`src/rtl/uart_rx_ctrl.sv`:
```
// rtl/uart_rx_ctrl.sv - UART receive controller: byte FIFO, overrun/timeout flags, bus registers, level interrupt
//
// Ports:
//   clk_i     - clock, all state on rising edge
//   rst_i     - synchronous reset, active low
//   rx_data   - received byte, valid while rx_ready = 1
//   rx_ready  - one-cycle strobe marking a new byte
//   cyc_i     - bus cycle
//   stb_i     - bus strobe
//   we_i      - 1 = write, 0 = read
//   adr_i     - register select: 0 DATA, 1 STATUS, 2 CTRL, 3 LEVEL
//   dat_i     - write data
//   dat_o     - read data, 0x00 whenever ack_o = 0
//   ack_o     - one-cycle acknowledge, the cycle after acceptance
//   int_o     - level interrupt
module uart_rx_ctrl #(
    parameter int DEPTH       = 16,
    parameter int IDLE_CYCLES = 20000
) (
    input  logic       clk_i,
    input  logic       rst_i,
    input  logic [7:0] rx_data,
    input  logic       rx_ready,
    input  logic       cyc_i,
    input  logic       stb_i,
    input  logic       we_i,
    input  logic [1:0] adr_i,
    input  logic [7:0] dat_i,
    output logic [7:0] dat_o,
    output logic       ack_o,
    output logic       int_o
);
    localparam int AW = $clog2(DEPTH);
    localparam int CW = AW + 1;
    localparam int IW = $clog2(IDLE_CYCLES);
    localparam logic [IW-1:0] IDLE_MAX = IW'(IDLE_CYCLES - 1);
    localparam logic [CW-1:0] FULL_CNT = CW'(DEPTH);

    logic [7:0]    mem_q [DEPTH];
    logic [AW-1:0] wptr_q, wptr_d;
    logic [AW-1:0] rptr_q, rptr_d;
    logic [CW-1:0] count_q, count_d;
    logic [IW-1:0] idle_q, idle_d;
    logic          ovr_q, ovr_d;
    logic          tmo_q, tmo_d;
    logic [7:0]    ctrl_q, ctrl_d;
    logic          ack_q, ack_d;
    logic [7:0]    dat_q, dat_d;

    logic       acc, pop, flush, wr_stat, wr_ctrl;
    logic       push_req, push, ovr_set, tmo_set;
    logic       empty, full;
    logic [7:0] rd_val;
    logic [3:0] thr;

    assign empty = (count_q == '0);
    assign full  = (count_q == FULL_CNT);

    // A request is not accepted while its previous ack is still on the bus.
    assign acc     = cyc_i & stb_i & ~ack_q;
    assign pop     = acc & ~we_i & (adr_i == 2'd0) & ~empty;
    assign wr_stat = acc & we_i & (adr_i == 2'd1);
    assign wr_ctrl = acc & we_i & (adr_i == 2'd2);
    assign flush   = acc & we_i & (adr_i == 2'd3) & dat_i[0];

    // Flush discards a simultaneous byte without flagging overrun; a full
    // FIFO still accepts the byte when the head leaves in the same cycle.
    assign push_req = rx_ready & ctrl_q[0] & ~flush;
    assign push     = push_req & (~full | pop);
    assign ovr_set  = push_req & full & ~pop;

    // Reads always reflect state before the accepting edge.
    always_comb begin
        rd_val = 8'h00;
        case (adr_i)
            2'd0:    rd_val = empty ? 8'h00 : mem_q[rptr_q];
            2'd1:    rd_val = {4'b0000, tmo_q, ovr_q, full, ~empty};
            2'd2:    rd_val = ctrl_q;
            default: rd_val = 8'(count_q);
        endcase
    end

    always_comb begin
        wptr_d  = wptr_q;
        rptr_d  = rptr_q;
        count_d = count_q;
        idle_d  = idle_q;
        tmo_set = 1'b0;

        if (flush) begin
            wptr_d  = '0;
            rptr_d  = '0;
            count_d = '0;
        end else begin
            if (push) wptr_d = wptr_q + AW'(1);
            if (pop)  rptr_d = rptr_q + AW'(1);
            count_d = count_q + CW'(push) - CW'(pop);
        end

        // Saturation at IDLE_MAX makes the flag set only once per idle period.
        if (push || pop || flush || empty) begin
            idle_d = '0;
        end else if (idle_q != IDLE_MAX) begin
            idle_d  = idle_q + IW'(1);
            tmo_set = (idle_d == IDLE_MAX);
        end

        // A set in the same cycle as its W1C clear wins.
        ovr_d  = (ovr_q & ~(wr_stat & dat_i[2])) | ovr_set;
        tmo_d  = (tmo_q & ~(wr_stat & dat_i[3])) | tmo_set;
        ctrl_d = wr_ctrl ? dat_i : ctrl_q;
        ack_d  = acc;
        dat_d  = (acc & ~we_i) ? rd_val : 8'h00;
    end

    always_ff @(posedge clk_i) begin
        if (push) mem_q[wptr_q] <= rx_data;
    end

    always_ff @(posedge clk_i) begin
        if (!rst_i) begin
            wptr_q  <= '0;
            rptr_q  <= '0;
            count_q <= '0;
            idle_q  <= '0;
            ovr_q   <= 1'b0;
            tmo_q   <= 1'b0;
            ctrl_q  <= 8'h00;
            ack_q   <= 1'b0;
            dat_q   <= 8'h00;
        end else begin
            wptr_q  <= wptr_d;
            rptr_q  <= rptr_d;
            count_q <= count_d;
            idle_q  <= idle_d;
            ovr_q   <= ovr_d;
            tmo_q   <= tmo_d;
            ctrl_q  <= ctrl_d;
            ack_q   <= ack_d;
            dat_q   <= dat_d;
        end
    end

    // THR = 0 behaves as 1 so the data interrupt never fires on an empty FIFO.
    assign thr   = (ctrl_q[7:4] == 4'd0) ? 4'd1 : ctrl_q[7:4];
    assign int_o = (ctrl_q[1] & (8'(count_q) >= {4'b0000, thr}))
                 | (ctrl_q[2] & ovr_q)
                 | (ctrl_q[3] & tmo_q);

    assign ack_o = ack_q;
    assign dat_o = dat_q;

endmodule

```
`config.mk`:
```
export PLATFORM = sky130hd
export DESIGN_NAME = uart_rx_ctrl
export DESIGN_NICKNAME = d
export VERILOG_FILES = /design/src/rtl/uart_rx_ctrl.sv
export SDC_FILE = /design/constraint.sdc
export NUM_CORES = 1
export LEC_CHECK = 0
export BUFFER_PORTS_ARGS = -buffer_cell sky130_fd_sc_hd__buf_4
export CORE_UTILIZATION = 60
export CTS_BUF_LIST = sky130_fd_sc_hd__clkbuf_8
export DETAILED_ROUTE_END_ITERATION = 16
export GPL_TIMING_DRIVEN = 0
export PLACE_DENSITY = 0.84
export SYNTH_ARGS = -nofsm -noshare
export SYNTH_HDL_FRONTEND = slang
export SYNTH_SLANG_ARGS = --single-unit
```
`constraint.sdc`:
```
create_clock -name clk_i -period 7.2 [get_ports clk_i]
set_clock_uncertainty 0.05 [all_clocks]
set_input_delay 0.72 -clock clk_i [delete_from_list [all_inputs] [get_ports clk_i]]
set_output_delay 0.72 -clock clk_i [all_outputs]
set_load 0.02 [all_outputs]
```
==> reports/results.ini <==
[clock_network]
cts_hold_buffers=0
post_cts_resized=0
root_buffer=clkbuf_8
clkLatencyLatePin_ns=0.46
cts_tree=built
clock_sinks=179
clkTransAtPathRegs_ns=0.09
clk_path_buf_depth=2
post_cts_buffers=0
cts_buffers=17
h-tree-depth=4

[setup_path]
critical_path.max_stage_delay_ns=0.56
critical_path_arrival_ns=3.86
worst_path_most_repeated_cell=inv_1
required_ns=7.54
worstSetupPathType=reg -> reg
cpMaxStageDelayCell=o31ai_1
crit_path_start_kind=register
path_cells=inv_1 > ha_1 > nor4b_1 > o31ai_1 > and2_1 > buf_2 > inv_1 > ha_1 > ha_1 > inv_1 > fa_1 > inv_1 > a21oi_1 > nor2_1 > or3_1 > a21oi_1
critPathMaxFanout=6
worst_setup_path_end_kind=register

[floorplan]
pin_count=34
die_h_um=114.6
die_x_um=114.6
die_area_um2=13130
core.rowCount=40
core_um2=12160
initial_utilization_pct=62.51

[routing]
totalWireLength_um=15230
vias_per_cell=6.134
wire_per_inst_um=20.44
dr.pass1.iters=5
antenna_left=0
vias=4570
drcViolationCount=0
drt_iter0_drc=511

[pwr]
power.leakage_nw=2.851
totalPowerFinal_mw=1.903
power_density_nw_per_um2=225.1
vdd_ir_drop_max_mv=0.1795

[synthesis]
syn-mean-instance-area_um2=14.85
async_reset_ff_share_pct=0
ys_seq_area_share_pct=63.99
syn_nets=554
ys_warn_count=0
synth_edf_count=128
netlist_instances=512
synthFlopType=edfxtp_1
synth-seq-cells=179
synth_area_um2=7602
synth_cell_types=56

[sta]
fin_crit_sh_pct=48.86
drv_slew=0
setup_tns_ns=0
final-hold-violation-count=0
whs_ns=0.4461
slew_headroom_pct=14.15
worst_slew_pin_slew_ns=1.278
rsz0062_at_grt=no
setup_viol=0
max_freq_mhz=284.3
fin_crit_ns=3.518

[finish]
fin_nets=606
drive_gt1_share_pct=19.76
fin_area_um2=8456
syn_to_final_growth_pct=11.22
diodes=0

[grt]
grt_max_degree=18
grt_pass1_wl_um=23730
gr-total-overflow=0
grt_pass1_vias=4504
globalRouteTotalUtil_pct=25.09
antenna_found_initial=0

[placement]
dp_hpwl_um=10570
port_buffers=33
place_congestion=0.8533
place_area_um2=8060

[status]
outcome=finished, final reports clean

[min_path]
hold_class=in -> reg

[flow_run]
max_cap_viol_count=0

## critical path: cells and delay by family, from the launching register on
kind / cells / cell delay (ns)
fa+ha+maj: 4 / 0.91
compound gates: 3 / 0.85
buf+inv: 5 / 0.44
flops: 1 / 0.41
simple gates: 4 / 0.79
## cells in the final DEF, fill, tap and decap left out, drive strengths merged, types with 3 or more instances in the layout
| cell | n |
|---|---|
| o22ai | 4 |
| xnor2 | 11 |
| mux4 | 32 |
| ha | 17 |
| a22o | 5 |
| and3 | 8 |
| and2 | 4 |
| nand2b | 6 |
| and4b | 4 |
| nand4 | 7 |
| a211oi | 6 |
| xor2 | 12 |
| a21oi | 11 |
| clkinv | 4 |
| o21ai | 4 |
| a221oi | 7 |
| nor2b | 6 |
| dfxtp | 51 |
| nor4 | 3 |
| clkbuf | 29 |
| edfxtp | 128 |
| or3 | 4 |
| nand3 | 11 |
| nand2 | 21 |
| a22oi | 6 |
| nor3 | 9 |
| mux2i | 14 |
| or2 | 3 |
| inv | 25 |
| buf | 44 |
| a21o | 4 |
| nor2 | 51 |
## cell families after synthesis
group	synth area share [%]
and+or+nand+nor	10.07
muxes	11.92
xor gates and xnor gates	2.650
AOI/OAI and AO/OA	5.398
buffers and inverters	2.913
DFF	63.99
adders and majority gates	3.061
## path summary, 6_finish.rpt
check        startpoint          to  slack (ns)  cells past startpoint
max reg2reg  count_q[2]  count_q[4]        3.68                     16
min reg2reg   ctrl_q[5]    dat_o[5]        0.45                      2
min            dat_i[1]   ctrl_q[1]        0.45                      3
max          count_q[2]  count_q[4]        3.68                     16
## cells in the mapped netlist, drive strengths merged, types with 7 or more instances
master | instances | share of area [%]
mux4 | 32 | 9.8
inv | 17 | 0.84
a21oi | 11 | 0.72
a221oi | 7 | 0.89
ha | 17 | 2.8
nand2 | 21 | 1.0
mux2i | 14 | 1.8
dfxtp | 51 | 13
buf | 11 | 1.2
edfxtp | 128 | 51
nand4 | 7 | 0.58
nor2 | 51 | 2.5
and3 | 8 | 0.66
xnor2 | 11 | 1.3
xor2 | 12 | 1.4
nor3 | 9 | 0.59
nand3 | 11 | 0.72
clkbuf | 12 | 0.89
## per-stage QoR
step | std cells | setup slack, ns | utilization, %
after floorplan | 512 | 4.062 | -
after global placement | 713 | 3.521 | 66.28
after detailed placement | 713 | 3.410 | 66.28
after CTS | 745 | 3.654 | 69.40
after global routing | 745 | 3.469 | 69.53
final | 745 | 3.682 | 69.53
## registers in the layout, indices dropped and copies added, names as in the netlist, named ones only
name,flops
count_q,5
wptr_q,4
ack_o,1
tmo_q,1
ctrl_q,8
dat_o,8
idle_q,15
ovr_q,1
rptr_q,4
mem_q,128
## routing by layer
metal  routed length, um  vias to the layer above  GRT usage [%]
met2                7590                      195          40.73
met4                 212                        0          7.532
li1                    -                     2069              -
met1                6358                     2280          33.90
met5                   0                        -              0
met3                1065                       26          6.088
## layout make-up
type	count	area [um2]
Clock inverter	15	146.4
Sequential cell	179	4865
Multi-Input combinational cell	293	2531
Buffer	23	157.7
Tap cell	168	210.2
Timing Repair Buffer	33	247.7
Clock buffer	17	234.0
Inverter	17	63.81
Fill cell	796	3706
## where the power goes
group	switching, mW	internal (mW)
registers	0.0139	1.11
clock network	0.377	0.284
logic	0.0703	0.0495
total	0.461	1.44
No activity file was read; power rests on OpenSTA's default activity.
